**config.mk**
```make
export PLATFORM = sky130hd
export DESIGN_NAME = regbus_arb_flat
export DESIGN_NICKNAME = d
export VERILOG_FILES = /design/src/rtl/regbus_arb_pkg.sv /design/src/rtl/regbus_arb_if.sv /design/src/rtl/regbus_arb_rr_pick.sv /design/src/rtl/regbus_arb.sv /design/src/flat_wrapper.sv
export SDC_FILE = /design/constraint.sdc
export NUM_CORES = 1
export LEC_CHECK = 0
export ABC_AREA = 1
export BUFFER_PORTS_ARGS = -buffer_cell sky130_fd_sc_hd__buf_4
export CORE_UTILIZATION = 41
export DETAILED_ROUTE_END_ITERATION = 6
export PLACE_DENSITY_LB_ADDON = 0.15
export RECOVER_POWER = 25
export SETUP_SLACK_MARGIN = 0.05
export SLEW_MARGIN = 20
export SYNTH_ARGS = -nofsm -noshare
export SYNTH_HDL_FRONTEND = slang
export SYNTH_SLANG_ARGS = --single-unit
```
**constraint.sdc**
```tcl
create_clock -name clk -period 2.2 [get_ports clk]
set_input_delay 0.33 -clock clk [delete_from_list [all_inputs] [get_ports clk]]
set_output_delay 0.33 -clock clk [all_outputs]
set_load 0.02 [all_outputs]
```
**src/rtl/regbus_arb_pkg.sv**
```systemverilog
// Shared definitions for the HDMI register-bus arbiter slice.
// Optional feature macro used by the slice: REGARB_TIMEOUT_EN.
package regbus_pkg;

  localparam int unsigned REGBUS_AW = 8;
  localparam int unsigned REGBUS_DW = 8;

  typedef enum logic {
    IDLE = 1'b0,
    BUSY = 1'b1
  } state_t;

  localparam logic [REGBUS_AW-1:0] REGBUS_IDLE_ADDR    = '0;
  localparam logic                 REGBUS_IDLE_LAST    = 1'b1;
  localparam logic [REGBUS_DW-1:0] REGBUS_TIMEOUT_DATA = 8'hFF;

endpackage

```
**src/rtl/regbus_arb_if.sv**
```systemverilog
// Requester-side and downstream register-bus signals of the arbiter.
// slave: arbiter view; master: requesters plus downstream bus model.
interface regbus_arb_if
  import regbus_pkg::*;
#(
  parameter int unsigned N = 3
);
  logic [N*REGBUS_AW-1:0] rq_addr;
  logic [N*REGBUS_DW-1:0] rq_wrdata;
  logic [N-1:0]           rq_req;
  logic [N-1:0]           rq_wr;
  logic [N-1:0]           rq_last;
  logic [N-1:0]           rq_ack;
  logic [N-1:0]           rq_err;
  logic [REGBUS_DW-1:0]   rq_rddata;
  logic [N-1:0]           grant;

  logic [REGBUS_AW-1:0]   hdaddr;
  logic [REGBUS_DW-1:0]   hdwrdata;
  logic                   hdreq;
  logic                   hdwr;
  logic                   hdlast;
  logic [REGBUS_DW-1:0]   hdrddata;
  logic                   hdack;
  logic                   hderr;

  modport slave (
    input  rq_addr, rq_wrdata, rq_req, rq_wr, rq_last, hdrddata, hdack, hderr,
    output rq_ack, rq_err, rq_rddata, grant, hdaddr, hdwrdata, hdreq, hdwr, hdlast
  );

  modport master (
    output rq_addr, rq_wrdata, rq_req, rq_wr, rq_last, hdrddata, hdack, hderr,
    input  rq_ack, rq_err, rq_rddata, grant, hdaddr, hdwrdata, hdreq, hdwr, hdlast
  );
endinterface

```
**src/rtl/regbus_arb_rr_pick.sv**
```systemverilog
// Combinational round-robin picker: first set request after i_prev, wrapping mod N.
module rr_pick #(
  parameter int unsigned N = 3,
  parameter int unsigned W = 2
) (
  input  logic [N-1:0] i_req,
  input  logic [W-1:0] i_prev,
  output logic         o_valid,
  output logic [W-1:0] o_index
);

  logic [W-1:0] w_cand;

  // Scan prev+1 .. prev+N; the first hit wins, prev itself is checked last.
  always_comb begin
    o_valid = 1'b0;
    o_index = '0;
    w_cand  = '0;
    for (int unsigned k = 1; k <= N; k++) begin
      w_cand = W'((32'(i_prev) + k) % N);
      if (!o_valid && i_req[w_cand]) begin
        o_valid = 1'b1;
        o_index = w_cand;
      end
    end
  end

endmodule

```
**src/rtl/regbus_arb.sv**
```systemverilog
// Round-robin, burst-locking arbiter sharing the HDMI transmitter register bus.
// Optional transfer timeout enabled by defining REGARB_TIMEOUT_EN.
module regbus_arb
  import regbus_pkg::*;
#(
  parameter int unsigned N       = 3,
  parameter int unsigned TIMEOUT = 4000000
) (
  input  logic          clk,
  input  logic          rst,
  regbus_arb_if.slave   bus
);

  localparam int unsigned W = (N > 1) ? $clog2(N) : 1;

  if (N < 2 || N > 8 || TIMEOUT == 0) begin : g_param_check
    $error("regbus_arb: N must be 2..8 and TIMEOUT non-zero");
  end

  state_t       r_state, w_state_nxt;
  logic [W-1:0] r_owner, w_owner_nxt;
  logic [W-1:0] r_prev,  w_prev_nxt;
  logic         r_locked, w_locked_nxt;
  logic         w_pick_valid;
  logic [W-1:0] w_pick_idx;
  logic [W+2:0] w_sel;

  assign w_sel = {r_owner, 3'b000};

  rr_pick #(.N(N), .W(W)) u_pick (
    .i_req   (bus.rq_req),
    .i_prev  (r_prev),
    .o_valid (w_pick_valid),
    .o_index (w_pick_idx)
  );

`ifdef REGARB_TIMEOUT_EN
  logic [31:0] r_tmo_cnt;
  logic        w_tmo_hit;

  // A real ack in the expiry cycle wins, so the timeout only fires without one.
  assign w_tmo_hit = (r_state == BUSY) && !bus.hdack && (r_tmo_cnt == 32'(TIMEOUT - 1));

  // Cycles the owner has waited for an ack; restarts per transfer.
  always_ff @(posedge clk or posedge rst) begin
    if (rst) begin
      r_tmo_cnt <= '0;
    end else if (r_state == IDLE || bus.hdack) begin
      r_tmo_cnt <= '0;
    end else if (bus.rq_req[r_owner]) begin
      r_tmo_cnt <= r_tmo_cnt + 32'd1;
    end
  end
`endif

  // Arbiter state registers.
  always_ff @(posedge clk or posedge rst) begin
    if (rst) begin
      r_state  <= IDLE;
      r_owner  <= '0;
      r_prev   <= W'(N - 1);
      r_locked <= 1'b0;
    end else begin
      r_state  <= w_state_nxt;
      r_owner  <= w_owner_nxt;
      r_prev   <= w_prev_nxt;
      r_locked <= w_locked_nxt;
    end
  end

  // Next-state logic and the owner-selected bus mux.
  always_comb begin
    w_state_nxt   = r_state;
    w_owner_nxt   = r_owner;
    w_prev_nxt    = r_prev;
    w_locked_nxt  = r_locked;

    bus.grant     = '0;
    bus.hdreq     = 1'b0;
    bus.hdaddr    = REGBUS_IDLE_ADDR;
    bus.hdwrdata  = '0;
    bus.hdwr      = 1'b0;
    bus.hdlast    = REGBUS_IDLE_LAST;
    bus.rq_ack    = '0;
    bus.rq_err    = '0;
    bus.rq_rddata = '0;

    unique case (r_state)
      IDLE: begin
        if (w_pick_valid) begin
          w_owner_nxt  = w_pick_idx;
          w_locked_nxt = 1'b0;
          w_state_nxt  = BUSY;
        end
      end

      BUSY: begin
        bus.grant[r_owner]  = 1'b1;
        bus.hdreq           = bus.rq_req[r_owner];
        bus.hdaddr          = bus.rq_addr[w_sel +: REGBUS_AW];
        bus.hdwrdata        = bus.rq_wrdata[w_sel +: REGBUS_DW];
        bus.hdwr            = bus.rq_wr[r_owner];
        bus.hdlast          = bus.rq_last[r_owner];
        bus.rq_ack[r_owner] = bus.hdack;
        bus.rq_err[r_owner] = bus.hderr;
        if (bus.hdack) begin
          bus.rq_rddata = bus.hdrddata;
        end

        if (bus.hdack) begin
          if (bus.rq_last[r_owner]) begin
            w_state_nxt  = IDLE;
            w_prev_nxt   = r_owner;
            w_locked_nxt = 1'b0;
          end else begin
            w_locked_nxt = 1'b1;
          end
        end else if (!bus.rq_req[r_owner] && !r_locked) begin
          w_state_nxt = IDLE;
          w_prev_nxt  = r_owner;
        end

`ifdef REGARB_TIMEOUT_EN
        // Abandon the transfer: synthesize an error ack and release the bus.
        if (w_tmo_hit) begin
          bus.rq_ack[r_owner] = 1'b1;
          bus.rq_err[r_owner] = 1'b1;
          bus.rq_rddata       = REGBUS_TIMEOUT_DATA;
          bus.hdreq           = 1'b0;
          w_state_nxt         = IDLE;
          w_prev_nxt          = r_owner;
          w_locked_nxt        = 1'b0;
        end
`endif
      end

      default: begin
        w_state_nxt = IDLE;
      end
    endcase
  end

endmodule

```
**src/flat_wrapper.sv**
```systemverilog
// flat-port wrapper written by rule: the top's interface ports become plain ports
module regbus_arb_flat import regbus_pkg::*;
#(
  parameter int unsigned N       = 3,
  parameter int unsigned TIMEOUT = 4000000
)
  (clk, rst, bus_rq_addr, bus_rq_wrdata, bus_rq_req, bus_rq_wr, bus_rq_last, bus_hdrddata, bus_hdack, bus_hderr, bus_rq_ack, bus_rq_err, bus_rq_rddata, bus_grant, bus_hdaddr, bus_hdwrdata, bus_hdreq, bus_hdwr, bus_hdlast);
  regbus_arb_if #(.N(N)) bus_i ();
  input  logic clk;
  input  logic rst;
  input wire logic [$bits(bus_i.rq_addr)-1:0] bus_rq_addr;
  input wire logic [$bits(bus_i.rq_wrdata)-1:0] bus_rq_wrdata;
  input wire logic [$bits(bus_i.rq_req)-1:0] bus_rq_req;
  input wire logic [$bits(bus_i.rq_wr)-1:0] bus_rq_wr;
  input wire logic [$bits(bus_i.rq_last)-1:0] bus_rq_last;
  input wire logic [$bits(bus_i.hdrddata)-1:0] bus_hdrddata;
  input wire logic [$bits(bus_i.hdack)-1:0] bus_hdack;
  input wire logic [$bits(bus_i.hderr)-1:0] bus_hderr;
  output wire logic [$bits(bus_i.rq_ack)-1:0] bus_rq_ack;
  output wire logic [$bits(bus_i.rq_err)-1:0] bus_rq_err;
  output wire logic [$bits(bus_i.rq_rddata)-1:0] bus_rq_rddata;
  output wire logic [$bits(bus_i.grant)-1:0] bus_grant;
  output wire logic [$bits(bus_i.hdaddr)-1:0] bus_hdaddr;
  output wire logic [$bits(bus_i.hdwrdata)-1:0] bus_hdwrdata;
  output wire logic [$bits(bus_i.hdreq)-1:0] bus_hdreq;
  output wire logic [$bits(bus_i.hdwr)-1:0] bus_hdwr;
  output wire logic [$bits(bus_i.hdlast)-1:0] bus_hdlast;
  assign bus_i.rq_addr = bus_rq_addr;
  assign bus_i.rq_wrdata = bus_rq_wrdata;
  assign bus_i.rq_req = bus_rq_req;
  assign bus_i.rq_wr = bus_rq_wr;
  assign bus_i.rq_last = bus_rq_last;
  assign bus_i.hdrddata = bus_hdrddata;
  assign bus_i.hdack = bus_hdack;
  assign bus_i.hderr = bus_hderr;
  assign bus_rq_ack = bus_i.rq_ack;
  assign bus_rq_err = bus_i.rq_err;
  assign bus_rq_rddata = bus_i.rq_rddata;
  assign bus_grant = bus_i.grant;
  assign bus_hdaddr = bus_i.hdaddr;
  assign bus_hdwrdata = bus_i.hdwrdata;
  assign bus_hdreq = bus_i.hdreq;
  assign bus_hdwr = bus_i.hdwr;
  assign bus_hdlast = bus_i.hdlast;
  regbus_arb #(.N(N), .TIMEOUT(TIMEOUT)) u_core (.clk(clk), .rst(rst), .bus(bus_i));
endmodule
```
==> reports/qor.txt, run 1 <==
Outcome: finished, final reports clean
Core area: 2760 µm²
Combinational share of power: 0.850
Cell Area, Synth: 1200 µm²
GP Congestion: 0.826
Synth cell types: 26
Largest net degree at the start of global routing: 13
Simple-Gate Fraction of Synth Area: 0.638
Slowest cell on the critical path: dfrtp_1
Largest family of logic cells by synthesized area: simple AND/OR/NAND/NOR gates
# rows: 19
Max-Cap Viols: 0
Fin util: 0.734
Residual DRC: 0
Die Area: 3140 µm²
Internal: 982 µW
Synth Register Bits: 6
Final hold vios: 0
DR WL/cell: 10.5 µm
Share of layout cells above drive strength 1: 0.467
Grt ovf: 0
Synthesized instance count: 209
Worst VDD drop: 0.825 mV
GRT Total Usage: 0.244
Min cycle time layout: 1.99 ns
Drt first pass iters: 4
Leak: 0.00130 µW
Total CTS buffers: 3
Yosys warning total: 0
Area grow syn2layout: 68.8%
Post-Syn Nets: 281
HPWL after detailed placement: 3100 µm
Pins Over Slew Limit: 0
Number of synthesized flops with an enable pin: 0
Critical Path AT: 1.66 ns
Post-synthesis compound-gate area fraction: 0.0491
Via density: 4.74
Clk_lat worst skew: 0.27 ns
Detail Route Antenna Nets: 0
DIE WIDTH: 56.1 µm
Critical path startpoint category: register
# port buffers: 104
Setup TNS: 0 ns
Clk pin slew, worst setup/hold paths: 0.06 ns
CP Class: register to output pin
Layout Nets: 388
CP Capture Type: output pin
Initial antenna violation count: 0
Initial Util: 0.435
# IOs: 105
Number of global-route vias before repair: 1428
Synth Area in Adders: 0.0313
Setup violations, final: 0
XOR/XNOR Fraction of Synth Area: 0
Clock network power share: 0.054
Die span in y: 56.1 µm
Critical path fanouts, max: 11
Worst path max stage delay: 0.45 ns
Routed WL: 3640 µm
Mux cell area share after synthesis: 0
Clk buf depth: 2
Seq/Total Area, Yosys: 0.126
Post-synthesis async set-or-reset flop share: 1.00
Clock sinks: 6
Starting DRT DRC Count: 71
P_sw: 1250 µW
Via Count: 1639
Setup ws final: 0.205 ns
First-pass GRT wire length: 6200 µm
Worst slack at placement: 0.329 ns
Slew HR: 0.782
CTS H-tree depth: 1
Antenna diodes: 0
Slew at the pin with the worst max-slew slack: 0.326 ns
Setup Skew: 0.0161 ns
Switching Share: 0.560
Final worst-path cycle share: 0.907
Top_reg_cell synth: dfrtp_1
RSZ-0062 raised after global routing: no
Final Hold Slack: 0.466 ns
Root Driver: clkbuf_4
Req. time, crit path: 1.87 ns
Fmax: 0.501 GHz
CP Cell Sequence: nor2_4 > nand2_2 > inv_4 > nand2_1 > nand3_1 > buf_4
Hold Path Class: input port to register
Power share of the sequential group: 0.096
Synthesized area per cell: 5.74 µm²
CTS tree: built
PD cells: 1100 nW/µm²
layout make-up:
class | count | area [µm²]
Clock buffer | 4 | 26.3
Fill cell | 234 | 734
Inverter | 38 | 145
Multi-Input combinational cell | 160 | 856
Sequential cell | 6 | 151
Tap cell | 31 | 38.8
Timing Repair Buffer | 107 | 806
sequential cells by signal (all words and copies together) (netlist names):
signal           flops
u_core.r_locked      1
u_core.r_state       1
u_core.r_prev        2
u_core.r_owner       2
cells by family after synthesis:
group | after synthesis
simple gates | 147
buf+inv | 43
flops | 6
fa+ha+maj | 3
compound gates | 10
path summary, 6_finish.rpt:
path / from / to / slack [ns] / depth (start not counted)
worst max-delay path: u_core.r_owner[1]$_DFFE_PP0P_ / bus_hdwr / 0.21 / 6
worst min-delay path: bus_rq_last[1] / u_core.r_locked$_DFFE_PP0P_ / 0.47 / 6
worst max register to register: u_core.r_prev[0]$_DFFE_PP0P_ / u_core.r_owner[0]$_DFFE_PP0P_ / 0.48 / 11
worst min register to register: u_core.r_prev[1]$_DFFE_PP1P_ / u_core.r_prev[1]$_DFFE_PP1P_ / 0.51 / 2
max in group asynchronous: rst / u_core.r_prev[1]$_DFFE_PP1P_ / 1.41 / 3
min in group asynchronous: rst / u_core.r_owner[1]$_DFFE_PP0P_ / 0.52 / 3
layout by cell type, fill, tap and decap left out, drive strengths merged:
master       instances
nor2                23
o211ai               1
dfrtp                5
nand3               29
inv                 38
a21oi                1
clkbuf               5
or2                  1
dfstp                1
o21ai                7
buf                105
a31oi                1
ha                   3
dlygate4sd3          1
nand2               89
nor3                 2
nand4                3
cell usage after synthesis (2+ instances only):
| library cell | n | area [µm²] |
|---|---|---|
| nand2_4 | 10 | 113 |
| dfrtp_1 | 5 | 125 |
| nor2_2 | 2 | 12.5 |
| nand2_2 | 6 | 37.5 |
| inv_1 | 30 | 113 |
| nand3_1 | 18 | 90.1 |
| nor3_1 | 2 | 10.0 |
| nor2_1 | 20 | 75.1 |
| nand2_1 | 73 | 274 |
| o21ai_1 | 4 | 20.0 |
| nand4_1 | 2 | 12.5 |
| ha_1 | 3 | 37.5 |
| buf_4 | 2 | 15.0 |
| o21ai_0 | 3 | 15.0 |
| nand3_2 | 11 | 110 |
| inv_2 | 8 | 30.0 |
layer usage:
metal	global-route usage	vias to the layer above	part of all wire
met4	0.0418	0	0.0055
met1	0.302	711	0.40
li1	-	852	-
met5	0	-	0
met3	0.0698	3	0.088
met2	0.423	73	0.51
worst max-delay path: cells and delay by family, from the launching register on:
kind	cells	cell delay, ns
flops	1	0.45
buf+inv	2	0.37
simple gates	4	0.57
per-stage QoR:
step / instances / power [µW] / area, µm²
finish: 346 / 2230 / 2020
global placement: 341 / 2100 / 1990
detailed placement: 341 / 2130 / 1990
floorplan: 209 / 1490 / 1200
global route: 346 / 2460 / 2020
CTS: 346 / 2260 / 2030
power by group through the flow:
stage	combinational (µW)	sequential, µW	clock (µW)
after floorplan	1300	189	0
final	1900	214	121
after global routing	2100	221	134
after global placement	1890	212	0
after CTS	1930	211	121
after detailed placement	1920	213	0
what timing repair did:
action	in CTS	in global routing
resized for setup	1	3
endpoints found under the setup margin	2	14
endpoints found under the hold margin	5	0
cloned	0	0
hold buffers	1	0
buffers inserted	0	0
Note: power is estimated with default switching activity, not from simulation.
==> run 2: changes to the inputs <==
Settings changed: CORE_UTILIZATION 41 to 35.
Clock period 2.2 ns to 1.6 ns, I/O delays scaled along.
==> run 2 against run 1 <==
The run now ends with negative setup slack left. Global-route usage shrank 2.1 points. Register-to-register slack lost 0.47 ns. Utilization grew 8.8 points.
==> reports/qor.txt, run 2 (synthesized netlist as in run 1, its figures left out) <==
Outcome: finished with violations
Failing checks: negative setup slack
CTS tree: built
Largest registers: u_core.r_owner (2), u_core.r_prev (2)
# port buffers: 104
Leading cell types in the layout, fill and taps excluded: 91 x buf_4, 53 x nand2_1, 26 x inv_1
Most common cell after layout, fill and taps aside: buf_4
Filler instances: 199
Clock sinks: 6
Initial Util: 0.380
First-pass GRT wire length: 6260 µm
Core area: 3150 µm²
DIE WIDTH: 60.5 µm
Area grow syn2layout: 116%
GP Congestion: 0.814
Reg2reg start: u_core.r_prev[1]$_DFFE_PP1P_
CP Capture Type: output pin
Clk pin slew, worst setup/hold paths: 0.05 ns
# rows: 20
Worst VDD drop: 0.917 mV
Fin util: 0.822
FF-to-FF End: u_core.r_owner[1]$_DFFE_PP0P_
Critical Path AT: 1.46 ns
Worst Setup EP: bus_hdlast
Reg area: 155 µm²
Final worst-path cycle share: 1.06
Setup Skew: 0.0125 ns
Routed WL: 4810 µm
GRT met1 Usage: 0.247
Die Area: 3660 µm²
HPWL after detailed placement: 3160 µm
Starting DRT DRC Count: 46
Via density: 4.79
Clk buf depth: 2
Hold Path Class: input port to asynchronous set/reset pin
Slew HR: 0.848
Routing usage on met2: 0.433
Multi-input logic area: 1100 µm²
PD cells: 1670 nW/µm²
Met3 Usage GRT: 0.0512
RSZ-0062 raised after global routing: yes
Leak: 0.00155 µW
Setup ws final: -0.0971 ns
Final hold vios: 0
Via Count: 1797
Root Driver: clkbuf_4
Share of layout cells above drive strength 1: 0.650
Fmax: 0.589 GHz
Grt ovf: 0
Min cycle time layout: 1.70 ns
# IOs: 105
Req. time, crit path: 1.36 ns
Setup violations, final: 22
DR WL/cell: 12.8 µm
CTS H-tree depth: 1
Slew at the pin with the worst max-slew slack: 0.226 ns
Setup TNS: -1.41 ns
Number of global-route vias before repair: 1500
Register-to-Register Setup Slack: 0.01 ns
Die span in y: 60.5 µm
Critical path startpoint category: register
Antenna diodes: 0
Busiest layer in global routing: met2
Max-Cap Viols: 0
Clk_lat worst skew: 0.25 ns
Critical path fanouts, max: 4
Layout Nets: 404
Drt first pass iters: 4
GRT Total Usage: 0.223
Pins Over Slew Limit: 0
Detail Route Antenna Nets: 0
Setup crit start: u_core.r_owner[1]$_DFFE_PP0P_
Worst reg2reg path depth: 10
Total CTS buffers: 3
Initial antenna violation count: 0
Largest net degree at the start of global routing: 10
Residual DRC: 0
Worst slack at placement: 0.0147 ns
CP Class: register to output pin
-- run 2: cell count changes in the layout (fill, tap and decap cells not counted), sizes merged --
cell,before,now
buf,105,121
-- run 2: cell type report --
| cell class | instances | area share |
|---|---|---|
| sequential | 6 | 0.0599 |
| multi-input combinational | 160 | 0.425 |
| timing repair buffer | 123 | 0.421 |
| inverter | 38 | 0.0628 |
| clock buffer | 4 | 0.0101 |
| tap | 44 | 0.0212 |
-- run 2: how the worst min path moves through the flow --
stage          depth (start not counted)                      endpoint     startpoint
2_1_floorplan                          1   u_core.r_locked$_DFFE_PP0P_            rst
3_3_place_gp                           2  u_core.r_prev[0]$_DFFE_PP0P_            rst
3_5_place_dp                           2  u_core.r_prev[0]$_DFFE_PP0P_            rst
4_1_cts                                6  u_core.r_prev[1]$_DFFE_PP1P_  bus_rq_req[2]
5_1_grt                                3   u_core.r_locked$_DFFE_PP0P_            rst
6_report                               3   u_core.r_locked$_DFFE_PP0P_            rst
-- run 2: layer usage --
| metal | wire length, µm | part of all wire |
|---|---|---|
| met1 | 1710 | 0.35 |
| met2 | 2660 | 0.55 |
| met3 | 395 | 0.082 |
| met4 | 48 | 0.010 |
| met5 | 0 | 0 |
-- run 2: report_power, final --
| group | total [µW] | switching, µW | internal [µW] |
|---|---|---|---|
| Sequential | 331 | 105 | 226 |
| Combinational | 3850 | 2060 | 1790 |
| Clock | 153 | 58.3 | 94.7 |
| Total | 4330 | 2230 | 2110 |
-- run 2: worst max-delay path: stages (launching register included) --
cell	delay (ns)
dfrtp_2	0.46
nor2_4	0.08
buf_12	0.13
nand2_1	0.07
o211ai_2	0.10
or2_1	0.23
buf_6	0.14
-- run 2: timing repair --
item	in CTS	in global routing
endpoints found under the hold margin	5	0
endpoints found under the setup margin	29	37
pin swaps	6	10
gates cloned	1	0
hold buffers	1	0
gates resized for setup	55	48
setup buffers	6	3
-- run 2: stage by stage --
stage                     hold slack (ns)  cell area [µm²]  cells  power, µW
after floorplan                    0.0302             1200    209       2050
after global placement              0.164             2060    360       3030
after detailed placement            0.164             2060    360       3050
after CTS                           0.446             2390    372       3790
after global routing                0.479             2590    375       4620
final                               0.454             2590    375       4330
==> run 3: changes to the inputs <==
Settings changed: PLACE_DENSITY set to 0.81, PLACE_DENSITY_LB_ADDON 0.15 to not set.
==> run 3 against run 2 <==
Setup slack got worse by 0.014 ns. Clock-buffer cell count did not move. Sequential share of layout area rose by 0.26 points. The flow still finishes with violations (negative setup slack). Critical endpoint is now bus_hdwrdata[0]. Die area did not move. Clock skew fell by 0.0050 ns. Clock power rose by 4%. Sequential cell count did not move. Maximum frequency fell by 0.83%. Largest power group unchanged. Combinational power fell by 7.8%. Critical path depth rose by 3. Final area fell by 5.6%.
==> reports/qor.txt, run 3 (synthesized netlist as in run 1, its figures left out) <==
Fin util: 0.775
Layout Nets: 409
GP Congestion: 0.922
Slew HR: 0.839
Critical Path AT: 1.47 ns
First-pass GRT wire length: 6000 µm
Critical path fanouts, max: 7
Total CTS buffers: 3
Max-Cap Viols: 0
Leak: 0.00147 µW
Final hold vios: 0
DIE WIDTH: 60.5 µm
Core area: 3150 µm²
Die Area: 3660 µm²
Worst VDD drop: 1.07 mV
Final Hold Slack: 0.452 ns
GRT Total Usage: 0.211
RSZ-0062 raised after global routing: yes
Pins Over Slew Limit: 0
Failing checks: negative setup slack
Die span in y: 60.5 µm
Detail Route Antenna Nets: 0
Clock sinks: 6
Most common cell after layout, fill and taps aside: buf_4
Routing usage on met2: 0.416
Min cycle time layout: 1.71 ns
Number of global-route vias before repair: 1497
Via density: 4.77
Initial Util: 0.380
PD cells: 1640 nW/µm²
GRT met1 Usage: 0.223
Req. time, crit path: 1.36 ns
Routed WL: 4700 µm
Fmax: 0.584 GHz
Slew at the pin with the worst max-slew slack: 0.240 ns
Residual DRC: 0
CTS H-tree depth: 1
Setup Skew: 0.00753 ns
Finished Layout Cells: 380
Reg2reg start: u_core.r_prev[1]$_DFFE_PP1P_
Area grow syn2layout: 104%
Largest registers: u_core.r_owner (2), u_core.r_prev (2)
Final worst-path cycle share: 1.07
Setup violations, final: 23
HPWL after detailed placement: 3270 µm
Leading cell types in the layout, fill and taps excluded: 104 x buf_4, 60 x nand2_1, 27 x inv_1
# port buffers: 104
Drt first pass iters: 4
# rows: 20
Via Count: 1811
Setup ws final: -0.111 ns
Outcome: finished with violations
Met3 Usage GRT: 0.0704
Filler instances: 227
Clk pin slew, worst setup/hold paths: 0.05 ns
Clk buf depth: 2
Hold Path Class: input port to asynchronous set/reset pin
Grt ovf: 0
Placed Instances: 361
Busiest layer in global routing: met2
Antenna diodes: 0
Initial antenna violation count: 0
CTS tree: built
Root Driver: clkbuf_4
CP Class: register to output pin
Clk_lat worst skew: 0.26 ns
CP Capture Type: output pin
Share of layout cells above drive strength 1: 0.613
Setup crit start: u_core.r_owner[0]$_DFFE_PP0P_
DR WL/cell: 12.4 µm
# IOs: 105
Starting DRT DRC Count: 55
Critical path startpoint category: register
Largest net degree at the start of global routing: 13
[run 3: worst paths after layout]
kind | to | slack, ns | cells after the start
setup / recovery | bus_hdwrdata[0] | -0.11 | 9
hold / removal | u_core.r_locked$_DFFE_PP0P_ | 0.45 | 3
max in group asynchronous | u_core.r_prev[1]$_DFFE_PP1P_ | 0.89 | 3
min in group clk | u_core.r_owner[0]$_DFFE_PP0P_ | 0.47 | 7
hold reg to reg | u_core.r_prev[1]$_DFFE_PP1P_ | 0.56 | 2
setup reg to reg | u_core.r_owner[0]$_DFFE_PP0P_ | 0.02 | 11
[run 3: final cells by class]
class / count / area, µm² / area share
clock buffers: 4 / 26.3 / 0.0107
multi-input cells: 160 / 1000 / 0.410
repair buffers: 128 / 1050 / 0.431
well taps: 44 / 55.1 / 0.0225
flip-flops and latches: 6 / 153 / 0.0624
inverters: 38 / 153 / 0.0624
[run 3: what timing repair did]
action / CTS / global route
pin swaps: 1 / 18
cloned: 0 / 1
setup endpoints to repair: 27 / 37
endpoints found under the hold margin: 5 / 0
resized for setup: 21 / 47
hold buffers: 1 / 0
setup buffers: 9 / 4
[run 3: metal layers]
metal	vias to the layer above	share of wire	wire length [µm]
li1	892	-	-
met1	826	0.35	1650
met2	91	0.53	2510
met3	2	0.11	529
met4	0	0.0011	5
met5	-	0	0
[run 3: worst max-delay path, stage by stage (launching register included)]
cell     delay (ns)
dfrtp_1        0.41
inv_2          0.08
nor2_4         0.14
buf_6          0.15
buf_6          0.10
nand2_2        0.05
nand3_2        0.07
nand2_2        0.06
inv_2          0.05
buf_6          0.10
[run 3: stage by stage]
step	setup WS [ns]	area [µm²]	power (µW)	TNS [ns]
6_report	-0.111	2440	4000	-1.58
4_1_cts	-0.101	2250	3550	-1.16
2_1_floorplan	0.119	1200	2050	0
3_3_place_gp	0.0585	2070	3040	0
5_1_grt	-0.186	2440	4290	-3.51
3_5_place_dp	0.0134	2070	3080	0
[run 3: power by group]
group          internal (µW)  switching (µW)  total [µW]
Clock                   95.1            64.4         159
Sequential               222            70.2         292
Combinational           1610            1940        3550
